===== src/rtl/alu_operand_collector_pkg.sv =====
// Shared types and helpers for the ALU operand collector.
// op_need maps a command to the operands it consumes ({B,A}).
package alu_operand_collector_pkg;

  localparam int DEF_W       = 8;
  localparam int DEF_N       = 4;
  localparam int DEF_TIMEOUT = 16;

  typedef enum logic [DEF_N-1:0] {
    ADD     = 4'd0,
    SUB     = 4'd1,
    ADD_CIN = 4'd2,
    SUB_CIN = 4'd3,
    INC_A   = 4'd4,
    DEC_A   = 4'd5,
    INC_B   = 4'd6,
    DEC_B   = 4'd7,
    CMP     = 4'd8,
    MUL_INC = 4'd9,
    MUL_SHL = 4'd10,
    ADD_SGN = 4'd11,
    ROL     = 4'd12,
    ROR     = 4'd13
  } cmd_e;

  typedef enum logic [1:0] {
    IDLE,
    WAIT_A,
    WAIT_B,
    ISSUE
  } coll_state_t;

  function automatic logic [1:0] op_need(
    input logic [DEF_N-1:0] cmd,
    input logic             mode
  );
    logic [1:0] n;
    n = 2'b11;
    unique case (1'b1)
      mode && (cmd == 4'd4 || cmd == 4'd5):
        n = 2'b01;
      mode && (cmd == 4'd6 || cmd == 4'd7):
        n = 2'b10;
      !mode && (cmd == 4'd6 || cmd == 4'd8 ||
                cmd == 4'd9):
        n = 2'b01;
      !mode && (cmd == 4'd7 || cmd == 4'd10 ||
                cmd == 4'd11):
        n = 2'b10;
      default:
        n = 2'b11;
    endcase
    return n;
  endfunction

endpackage


===== src/rtl/coll_timeout_ctr.sv =====
// Wait-cycle counter for the operand collector.
// Saturates at TIMEOUT-1 and flags the terminal count.
module coll_timeout_ctr #(
  parameter int TIMEOUT = 16,
  parameter int CW      = $clog2(TIMEOUT)
) (
  input  logic clk,
  input  logic RST,
  input  logic CE,
  input  logic clr,
  input  logic inc,
  output logic term
);

  logic [CW-1:0] count;

  always_ff @(posedge clk or posedge RST) begin
    if (RST) begin
      count <= '0;
    end else if (CE) begin
      if (clr)
        count <= '0;
      else if (inc && !term)
        count <= count + 1'b1;
    end
  end

  assign term = (count == CW'(TIMEOUT - 1));

endmodule


===== src/rtl/alu_operand_collector.sv =====
// Collects A/B operands and command fields for the ALU.
// Waits a bounded number of CE cycles for a missing operand.
module alu_operand_collector
  import alu_operand_collector_pkg::*;
#(
  parameter int W       = DEF_W,
  parameter int N       = DEF_N,
  parameter int TIMEOUT = DEF_TIMEOUT
) (
  input  logic         clk,
  input  logic         RST,
  input  logic         CE,
  input  logic [W-1:0] opa_in,
  input  logic         opa_vld,
  output logic         opa_rdy,
  input  logic [W-1:0] opb_in,
  input  logic         opb_vld,
  output logic         opb_rdy,
  input  logic [N-1:0] cmd_in,
  input  logic         mode_in,
  input  logic         cin_in,
  output logic [W-1:0] OPA,
  output logic [W-1:0] OPB,
  output logic [N-1:0] CMD,
  output logic         mode,
  output logic         Cin,
  output logic [1:0]   inp_valid,
  output logic         busy,
  output logic         timeout_err
);

  coll_state_t state, state_d;
  logic        a_x, b_x;
  logic [1:0]  need_d, rcv;
  logic [1:0]  vld_d;
  logic        tmo_d;
  logic        waiting, term;

  assign a_x     = opa_vld && opa_rdy;
  assign b_x     = opb_vld && opb_rdy;
  assign rcv     = {b_x, a_x};
  assign need_d  = op_need(cmd_in, mode_in);
  assign waiting = (state == WAIT_A) ||
                   (state == WAIT_B);

  coll_timeout_ctr #(
    .TIMEOUT (TIMEOUT)
  ) u_tmo (
    .clk  (clk),
    .RST  (RST),
    .CE   (CE),
    .clr  (!waiting),
    .inc  (waiting),
    .term (term)
  );

  always_ff @(posedge clk or posedge RST) begin
    if (RST)
      state <= IDLE;
    else if (CE)
      state <= state_d;
  end

  always_comb begin
    state_d = state;
    vld_d   = inp_valid;
    tmo_d   = 1'b0;
    unique case (state)
      IDLE: begin
        if (a_x || b_x) begin
          vld_d = rcv & need_d;
          if ((rcv & need_d) == need_d)
            state_d = ISSUE;
          else if (need_d[0] && !rcv[0])
            state_d = WAIT_A;
          else
            state_d = WAIT_B;
        end
      end
      WAIT_A, WAIT_B: begin
        if (a_x || b_x) begin
          state_d = ISSUE;
          vld_d   = 2'b11;
        end else if (term) begin
          // abandon so the ALU's own timeout agrees
          state_d = IDLE;
          vld_d   = 2'b00;
          tmo_d   = 1'b1;
        end
      end
      ISSUE: begin
        state_d = IDLE;
        vld_d   = 2'b00;
      end
      default: begin
        state_d = IDLE;
        vld_d   = 2'b00;
      end
    endcase
  end

  always_comb begin
    opa_rdy = 1'b0;
    opb_rdy = 1'b0;
    if (CE && !RST) begin
      unique case (state)
        IDLE: begin
          opa_rdy = 1'b1;
          opb_rdy = 1'b1;
        end
        WAIT_A:  opa_rdy = 1'b1;
        WAIT_B:  opb_rdy = 1'b1;
        default: ;
      endcase
    end
  end

  assign busy = (state != IDLE);

  always_ff @(posedge clk or posedge RST) begin
    if (RST) begin
      OPA         <= '0;
      OPB         <= '0;
      CMD         <= '0;
      mode        <= 1'b0;
      Cin         <= 1'b0;
      inp_valid   <= 2'b00;
      timeout_err <= 1'b0;
    end else if (CE) begin
      inp_valid   <= vld_d;
      timeout_err <= tmo_d;
      if (a_x)
        OPA <= opa_in;
      if (b_x)
        OPB <= opb_in;
      if (state == IDLE && (a_x || b_x)) begin
        CMD  <= cmd_in;
        mode <= mode_in;
        Cin  <= cin_in;
      end
    end
  end

endmodule

===== config.mk =====
export PLATFORM = sky130hd
export DESIGN_NAME = alu_operand_collector
export DESIGN_NICKNAME = d
export VERILOG_FILES = /design/src/rtl/alu_operand_collector_pkg.sv /design/src/rtl/coll_timeout_ctr.sv /design/src/rtl/alu_operand_collector.sv
export SDC_FILE = /design/constraint.sdc
export NUM_CORES = 1
export LEC_CHECK = 0
export ABC_AREA = 1
export ABC_CLOCK_PERIOD_IN_PS = 1800
export CAP_MARGIN = 20
export CORE_MARGIN = 10
export CORE_UTILIZATION = 44
export CTS_BUF_LIST = sky130_fd_sc_hd__clkbuf_16
export DETAILED_ROUTE_END_ITERATION = 7
export GPL_TIMING_DRIVEN = 0
export HOLD_SLACK_MARGIN = 0.12
export PLACE_DENSITY_LB_ADDON = 0.05
export SLEW_MARGIN = 20
export SYNTH_ARGS = -nofsm -noshare
export SYNTH_HDL_FRONTEND = slang
export SYNTH_SLANG_ARGS = --single-unit

===== constraint.sdc =====
create_clock -name clk -period 1.8 [get_ports clk]
set_input_delay 0.54 -clock clk [delete_from_list [all_inputs] [get_ports clk]]
set_output_delay 0.54 -clock clk [all_outputs]
set_load 0.005 [all_outputs]

==> Word level (Yosys, flattened, before mapping) <==
Cells that the tools add are included.
{ "word_totals": {"input_bits": 27, "rom_bits": 0, "memories": 0, "latchBits": 0, "wordCells": 79, "out_inout_bits": 28, "ram_bits": 0, "register_bits": 31} }
{ "classes": {"n_mux": 18, "n_bitwise": 1, "reduce_logical": 34, "magnitude_cmp": 0, "n_shift": 0, "eq_ne": 16, "n_div": 0, "mul": 0, "add_sub_neg": 1} }
{ "op_table": {"columns": ["op", "count"], "rows": [
  ["$eq A4 B4 Y1 const B", 5],
  ["$eq A4 B3 Y1 const B", 4],
  ["$mux W2", 6],
  ["$pmux W2 S3", 2],
  ["$logic_and A1 B1 Y1", 10],
  ["$reduce_or A2 Y1", 5],
  ["$logic_or A1 B1 Y1", 8],
  ["$mux W4", 2],
  ["$reduce_and A2 Y1", 4],
  ["$mux W1", 7],
  ["$add A4 B1 Y4 const B", 1],
  ["$eq A2 B2 Y1 const B", 2],
  ["$logic_not A1 Y1", 4],
  ["$ne A2 B2 Y1 const B", 2],
  ["$pmux W2 S2", 1],
  ["$ne A3 B2 Y1 const B", 1],
  ["$reduce_and A3 Y1", 1],
  ["$and A2 B2 Y2", 1],
  ["$eq A2 B1 Y1 const B", 1],
  ["$eq A2 B2 Y1", 1],
  ["$logic_not A2 Y1", 1],
  ["$reduce_bool A2 Y1", 1]
]} }

==> Logic depth before layout (Yosys ltp) <==
Gate-level depths: netlist (run 1).
{ "logic_depth": {"depth_word": 11, "ltp_mapped": 12, "ltp_nobuf": 10} }

==> Hierarchy <==
From an unflattened synthesis (run 1), not the netlist that was laid out.
{ "unflattened": {"cells_unflattened": 181, "hier_area_um2": 1640.3} }
{ "modules_own_cells": {"columns": ["module", "seq_area_each_um2", "cells_per_inst", "area_each_um2", "instances"], "rows": [
  ["alu_operand_collector", 675.6, 143, 1373.8, 1],
  ["coll_timeout_ctr", 100.1, 38, 266.5, 1]
]} }

==> Least setup slack after synthesis (run 1) <==
No wires, ideal clock.
{ "synth_timing": {"path_type": "register to register", "from": "register state[0]", "to": "register OPA[0]", "stages_incl_launch_ff": 9, "arrival_time_ns": 1.427, "required_time_ns": 1.675, "period_less_slack_ns": 1.552, "setup_time_ns": 0.125, "n_path_buf": 2, "slack_ns": 0.248, "path_cell_list": "dfrtp_1 inv_1 ha_1 buf_6 clkinv_8 nand2_2 nand3_2 buf_6 mux2_4"} }
{ "synth_between": {"elab_chain_len": 6, "elab_cells_between_ends": 7, "cone_classes": "eq/ne: 1; mux: 2; reduce/logical: 4"} }
{ "synth_lines": {"columns": ["item", "line", "source"], "rows": [
  ["start, declared", "alu_operand_collector.sv:32", "coll_state_t state, state_d;"],
  ["start signal, assigned", "alu_operand_collector.sv:61", "state <= state_d;"],
  ["$eq A2 B1 Y1 / $logic_not A2 Y1 (equally long branches)", "alu_operand_collector.sv:106", "unique case (state)"],
  ["$reduce_or A2 Y1 (no source line) *", null, null],
  ["$mux W1 *", "alu_operand_collector.sv:106", null],
  ["$mux W1 *", "alu_operand_collector.sv:105", "if (CE && !RST) begin"],
  ["$logic_and A1 B1 Y1 *", "alu_operand_collector.sv:39", "assign a_x = opa_vld && opa_rdy;"],
  ["$reduce_and A2 Y1 (no source line) *", null, null],
  ["end signal, assigned", "alu_operand_collector.sv:133", "OPA <= opa_in;"],
  ["end, declared", "alu_operand_collector.sv:22", "output logic [W-1:0] OPA,"]
]} }
Mark *: on every way between the ends. The rest lies on a longest branch, timed or not.
A chain may end at the register's enable or synchronous reset.

==> Final worst setup path (run 1) <==
{ "layout_timing": {"from": "register state[1]", "to": "output opa_rdy"} }
{ "layout_between": {"elab_chain_len": 4, "elab_cells_between_ends": 5, "cone_classes": "eq/ne: 1; mux: 2; reduce/logical: 2"} }
{ "layout_lines": {"columns": ["item", "line", "source"], "rows": [
  ["$eq A2 B1 Y1 / $logic_not A2 Y1 (equally long branches)", "alu_operand_collector.sv:106", null],
  ["$reduce_or A2 Y1 (no source line) *", null, null],
  ["$mux W1 *", "alu_operand_collector.sv:106", null],
  ["$mux W1 *", "alu_operand_collector.sv:105", null],
  ["end, declared", "alu_operand_collector.sv:15", "output logic opa_rdy,"]
]} }
Marked as above.

==> results.json, run 1 <==
{
  "chipHeight_um": 79.02,
  "vias": 1298,
  "peakVddDrop_mv": 0.7899,
  "maxCapViolations": 0,
  "synthesis.instances": 145,
  "final_cell_mix": "clkdlybuf4s50_1 (49), nand2_1 (36), dfrtp_1 (31), inv_1 (10), buf_4 (10)",
  "grt_pass1_wl_mm": 6.403,
  "setup_viol": 2,
  "synth_fp_nets": 176,
  "netlist_area_um2": 1533,
  "fin_util_pct": 73.55,
  "critical_path_class": "flop to output pin",
  "synth_adder_area_share_pct": 3.265,
  "yosys_warnings": 0,
  "final.setup_skew_ps": 6.838,
  "fin_nets": 250,
  "yosysSeqAreaShare_pct": 50.61,
  "setup_slack_ps": -48.59,
  "ys_types": 26,
  "cts_root_buf": "clkbuf_16",
  "p_switching_mw": 1.168,
  "p_sw_share_pct": 31.11,
  "max_freq_mhz": 541.0,
  "viasPerCell": 4.880,
  "drtAntennaViolNets": 0,
  "layout_min_cycle_time_ps": 1849,
  "grt_usage_pct": 12.93,
  "rsz0062_at_grt": "yes",
  "max_stage_delay_ps": 410,
  "cts_buffers": 5,
  "gp_congestion": 0.8071,
  "grt_antenna_before_repair": 0,
  "min_period_over_period_pct": 102.7,
  "final_common_cell": "clkdlybuf4s50_1",
  "wl_per_cell_um": 15.73,
  "seqPwrFrac_pct": 31.1,
  "dr_wl_met3_um": 340,
  "die_area_um2": 6244,
  "timing.hold.worst.start": "Cin",
  "synth_xor_area_share_pct": 1.143,
  "startpoint": "state[1]",
  "start_util_pct": 45.57,
  "coreArea_um2": 3363,
  "grt_max_degree": 32,
  "drc": 0,
  "io_pins": 55,
  "fill_cells": 263,
  "clk_latency_ps": 270,
  "cp_slowest_cell": "dfrtp_1",
  "finalMaxSlewViolations": 0,
  "ys.flop_type": "dfrtp_1",
  "chipWidth_um": 79.02,
  "routed_wl_mm": 4.185,
  "path_max_fanout": 2,
  "power.density_cell_area_nw_per_um2": 1518,
  "rows": 21,
  "avgSynthCellArea_um2": 10.57,
  "top_layer_used": "met4",
  "cp.arrival_ps": 1310,
  "p_total_mw": 3.756,
  "tns_ps": -93.43,
  "io_buffers": 54,
  "status": "complete, but fails checks",
  "relSlewSlack_pct": 57.12,
  "synth.top_cells.by_area": "dfrtp_1 (51%), nand2_1 (8.8%), mux2_4 (7.8%)",
  "drive_above_1_share_pct": 29.09,
  "postSynth.asyncResetShare_pct": 100.0,
  "synth_edf_count": 0,
  "drt-met1-wl_mm": 1.741,
  "synth-compound-area-share_pct": 5.306,
  "p_int_mw": 2.588,
  "synth_top_area_cell": "dfrtp_1",
  "synthSimpleGateAreaFrac_pct": 20.00,
  "dpl.hpwl_mm": 2.885,
  "firstDrtPassIters": 4,
  "muxShareOfSynthArea_pct": 13.71,
  "worst_slew_pin_slew_ps": 642.2,
  "path_clk_slew_ps": 50,
  "area_growth_pct": 61.39,
  "start_kind": "flop",
  "comb_power_share_pct": 48.3,
  "hp-class": "flop to flop",
  "multi_input_area_um2": 752.0,
  "cts_tree": "built",
  "violations": "negative setup slack",
  "seqCellArea_um2": 775.7,
  "postCtsHoldBufs": 0,
  "synth_seq_cells": 31,
  "grt-ovfl-total": 0,
  "crit_chain": "inv_2 > buf_6 > ha_4 > inv_4 > a21oi_2 > buf_2",
  "yosysTopAreaCellShare_pct": 50.61,
  "clock_path_buffers": 2,
  "cts.sinks": 31,
  "antenna_cells": 0,
  "p_leak_nw": 1.175,
  "hold_viol_final": 0,
  "reg2reg_from": "state[1]",
  "ctsHtreeMaxLevel": 2,
  "crit_required_ps": 1260,
  "drt-initial-drc-count": 82,
  "clockPowerShare_pct": 20.7,
  "worst_setup_path_end_kind": "output pin",
  "synth_top_family_by_area": "simple AND/OR/NAND/NOR gates",
  "first_global_vias": 1341,
  "routed-wl-met2_mm": 2.024
}
[synth_stat cells (all sizes together) (2+ instances only)]
library cell and instances:
nor2 7, ha 4, nand2 40, inv 14, dfrtp 31, o31ai 3
buf 2, o21ai 6, a21oi 3, nand4 2, mux2 16, nand3 13
[routing by layer]
metal | up-vias | track usage (%)
met5 | - | 0
met4 | 0 | 5.735
met3 | 8 | 6.419
met2 | 45 | 20.72
met1 | 621 | 14.15
li1 | 624 | -
[final timing paths]
check | endpoint | slack, ps | cells after the start
hold / removal | Cin | 480 | 2
setup / recovery | opa_rdy | -50 | 6
setup reg to reg | OPA[3] | 20 | 9
max in group asynchronous | OPA[2] | 830 | 2
min in group asynchronous | timeout_err | 540 | 2
hold reg to reg | Cin | 480 | 2
[critical path: cells and delay by family, from the launching register on]
| kind | cells | cell delay, ps |
|---|---|---|
| flops | 1 | 410 |
| buf+inv | 4 | 360 |
| fa+ha+maj | 1 | 130 |
| compound gates | 1 | 120 |
[flip-flops by register name (all words and copies together), names as in the netlist]
| register | count |
|---|---|
| OPA | 8 |
| OPB | 8 |
| CMD | 4 |
| u_tmo.count | 4 |
| inp_valid | 2 |
| state | 2 |
| Cin | 1 |
| mode | 1 |
| timeout_err | 1 |
[through the flow]
step / instance area (um^2) / hold WS [ps] / setup slack [ps] / instances
finish: 2474 / 477.6 / -48.59 / 266
global route: 2474 / 499.0 / -82.38 / 266
CTS: 2354 / 477.8 / -66.75 / 262
detailed placement: 2131 / 463.2 / -877.9 / 245
global placement: 2131 / 455.1 / -851.9 / 245
floorplan: 1533 / 465.4 / 248.2 / 145
[kinds of logic (layout without fill, tap and decap cells)]
logic type / after synthesis / after routing
adder cells (fa/ha/maj): 4 / 4
AND/OR/NAND/NOR: 62 / 62
XOR/XNOR: 2 / 2
flip-flops: 31 / 31
buffers and inverters: 17 / 92
multiplexers: 16 / 16
AO/OA/AOI/OAI: 13 / 13
[power groups by stage]
stage          combinational [mW]  clock (mW)  sequential [mW]
2_1_floorplan               0.703           0             1.18
3_3_place_gp                 1.48           0             1.15
3_5_place_dp                 1.50           0             1.17
4_1_cts                      1.67       0.795             1.16
5_1_grt                      1.96       0.837             1.21
6_report                     1.81       0.776             1.17
[what timing repair did]
item                                    CTS  global route
resized for setup                        25            16
cloned                                    0             1
pin swaps                                 4             6
setup buffers                             9             4
endpoints found under the setup margin    5            20
[layout make-up]
| cell class | instances | share of cell area, % |
|---|---|---|
| Sequential cell | 31 | 31.36 |
| Multi-Input combinational cell | 97 | 30.40 |
| Timing Repair Buffer | 68 | 26.66 |
| Clock buffer | 5 | 5.058 |
| Inverter | 15 | 2.883 |
| Tap cell | 46 | 2.327 |
| Buffer | 1 | 0.8093 |
| Clock inverter | 3 | 0.5058 |
(Power assumes the default switching activity.)
==> inputs of run 2 (changes only) <==
--- a/config.mk
+++ b/config.mk
@@ -8,6 +8,7 @@
 export ABC_AREA = 1
 export ABC_CLOCK_PERIOD_IN_PS = 1800
 export CAP_MARGIN = 20
+export CORE_ASPECT_RATIO = 1.5
 export CORE_MARGIN = 10
 export CORE_UTILIZATION = 44
 export CTS_BUF_LIST = sky130_fd_sc_hd__clkbuf_16
==> run 2 against run 1 <==
Compared with the run above: the flow now finishes without violations; flip-flop and latch count is the same; clock skew shrank 0.77 ps; die area grew 0.78%; count of clock-buffer cells in the layout is the same; highest routed layer unchanged.
==> results.json, run 2 (synthesized netlist as in run 1, its figures left out) <==
{
  "hp-class": "flop to flop",
  "crit_chain": "buf_6 > ha_2 > inv_2 > a21oi_4 > buf_2",
  "place_area_um2": 2126,
  "start_kind": "flop",
  "worst_setup_path_end_kind": "output pin",
  "drc": 0,
  "path_max_fanout": 2,
  "p_leak_nw": 1.115,
  "top_regs": "OPA (8), OPB (8)",
  "grt_antenna_before_repair": 0,
  "wl_per_cell_um": 16.18,
  "chipHeight_um": 92.29,
  "power.density_cell_area_nw_per_um2": 1547,
  "maxCapViolations": 0,
  "setup_viol": 0,
  "final.setup_skew_ps": 6.073,
  "worst_hold_slack_ps": 486.3,
  "fin_util_pct": 69.19,
  "io_buffers": 54,
  "grt_max_degree": 32,
  "cts.sinks": 31,
  "critical_path_class": "flop to output pin",
  "status": "finished clean",
  "clock_path_buffers": 2,
  "cp_slowest_cell": "dfrtp_1",
  "rsz0062_at_grt": "yes",
  "drive_above_1_share_pct": 25.12,
  "grt-ovfl-total": 0,
  "coreArea_um2": 3383,
  "drt-initial-drc-count": 59,
  "crit_required_ps": 1260,
  "cp.arrival_ps": 1250,
  "cts_tree": "built",
  "finalMaxSlewViolations": 0,
  "clk_latency_ps": 270,
  "critPathTopFamily": "flip-flops",
  "min_period_over_period_pct": 99.57,
  "chipWidth_um": 68.19,
  "fin_area_um2": 2341,
  "area_growth_pct": 52.74,
  "start_util_pct": 45.30,
  "routed_wl_mm": 4.159,
  "die_area_um2": 6293,
  "rows": 26,
  "firstDrtPassIters": 4,
  "max_freq_mhz": 558.0,
  "fill_cells": 279,
  "hold_viol_final": 0,
  "cts_buffers": 5,
  "worst_slew_pin_slew_ps": 660.1,
  "first_global_vias": 1361,
  "antenna_cells": 0,
  "gp_congestion": 0.7896,
  "dpl.hpwl_mm": 2.974,
  "path_buf_inv": 3,
  "tns_ps": 0,
  "max_stage_delay_ps": 380,
  "cts_root_buf": "clkbuf_16",
  "path_clk_slew_ps": 50,
  "grt_pass1_wl_mm": 6.610,
  "relSlewSlack_pct": 55.93,
  "final_common_cell": "clkdlybuf4s50_1",
  "final_cell_mix": "clkdlybuf4s50_1 (49), nand2_1 (36), dfrtp_1 (31), nand3_1 (11), inv_1 (9)",
  "layout_min_cycle_time_ps": 1792,
  "fin_nets": 245,
  "grt_usage_pct": 13.77,
  "postCtsHoldBufs": 0,
  "peakVddDrop_mv": 0.9531,
  "ctsHtreeMaxLevel": 2,
  "vias": 1307,
  "io_pins": 55,
  "drtAntennaViolNets": 0,
  "viasPerCell": 5.086
}
==> run 2: cell count changes in the layout (fill, tap and decap cells not counted), sizes merged <==
cell    delta
inv        -1
clkbuf     -1
clkinv     +1
buf        -4
==> run 2: power by group <==
part	internal [mW]	switching [mW]	leakage [nW]	total, mW
sequential	0.997	0.172	0.385	1.17
combinational	1.01	0.672	0.661	1.68
clock	0.495	0.274	0.0701	0.770
total	2.50	1.12	1.12	3.62
==> run 2: area by class of cell <==
type	instances	area (um^2)	share of cell area [%]
Clock buffer	5	125.1	5.345
Tap cell	42	52.55	2.245
Multi-Input combinational cell	97	700.7	29.93
Inverter	15	68.82	2.940
Timing Repair Buffer	63	595.6	25.44
Sequential cell	31	775.7	33.14
Clock inverter	3	11.26	0.4810
Buffer	1	11.26	0.4810
==> run 2: final timing paths <==
kind,from,to,slack [ps],cells past startpoint
setup / recovery,state[1],opb_rdy,8,5
max in group asynchronous,RST,OPB[5],810,2
setup reg to reg,state[1],state[1],100,11
hold / removal,CMD[0],CMD[0],490,2
min in group asynchronous,RST,OPA[6],560,2
hold reg to reg,CMD[0],CMD[0],490,2
==> run 2: worst min-delay path, cell delays in order (launching register included) <==
cell and delay, ps:
dfrtp_1 340, nand2_1 60, nand2_1 60
==> run 2: through the flow <==
step	setup WS (ps)	power (mW)	cells
floorplan	248.2	1.883	145
global placement	-841.2	2.623	241
detailed placement	-871.2	2.684	241
CTS	-30.51	3.632	256
global route	-38.38	3.859	257
finish	7.730	3.621	257
==> run 2: repair_timing <==
item | CTS | global route
endpoints found under the setup margin | 10 | 7
pin swaps | 1 | 0
setup buffers | 7 | 2
gates resized for setup | 22 | 5
==> run 2: per-layer routing <==
layer	vias up	global-route usage, %	part of all wire (%)
met1	627	14.28	38
met5	-	0	0
met4	0	5.556	2.2
met2	50	23.60	53
met3	10	5.359	7.6
li1	620	-	-
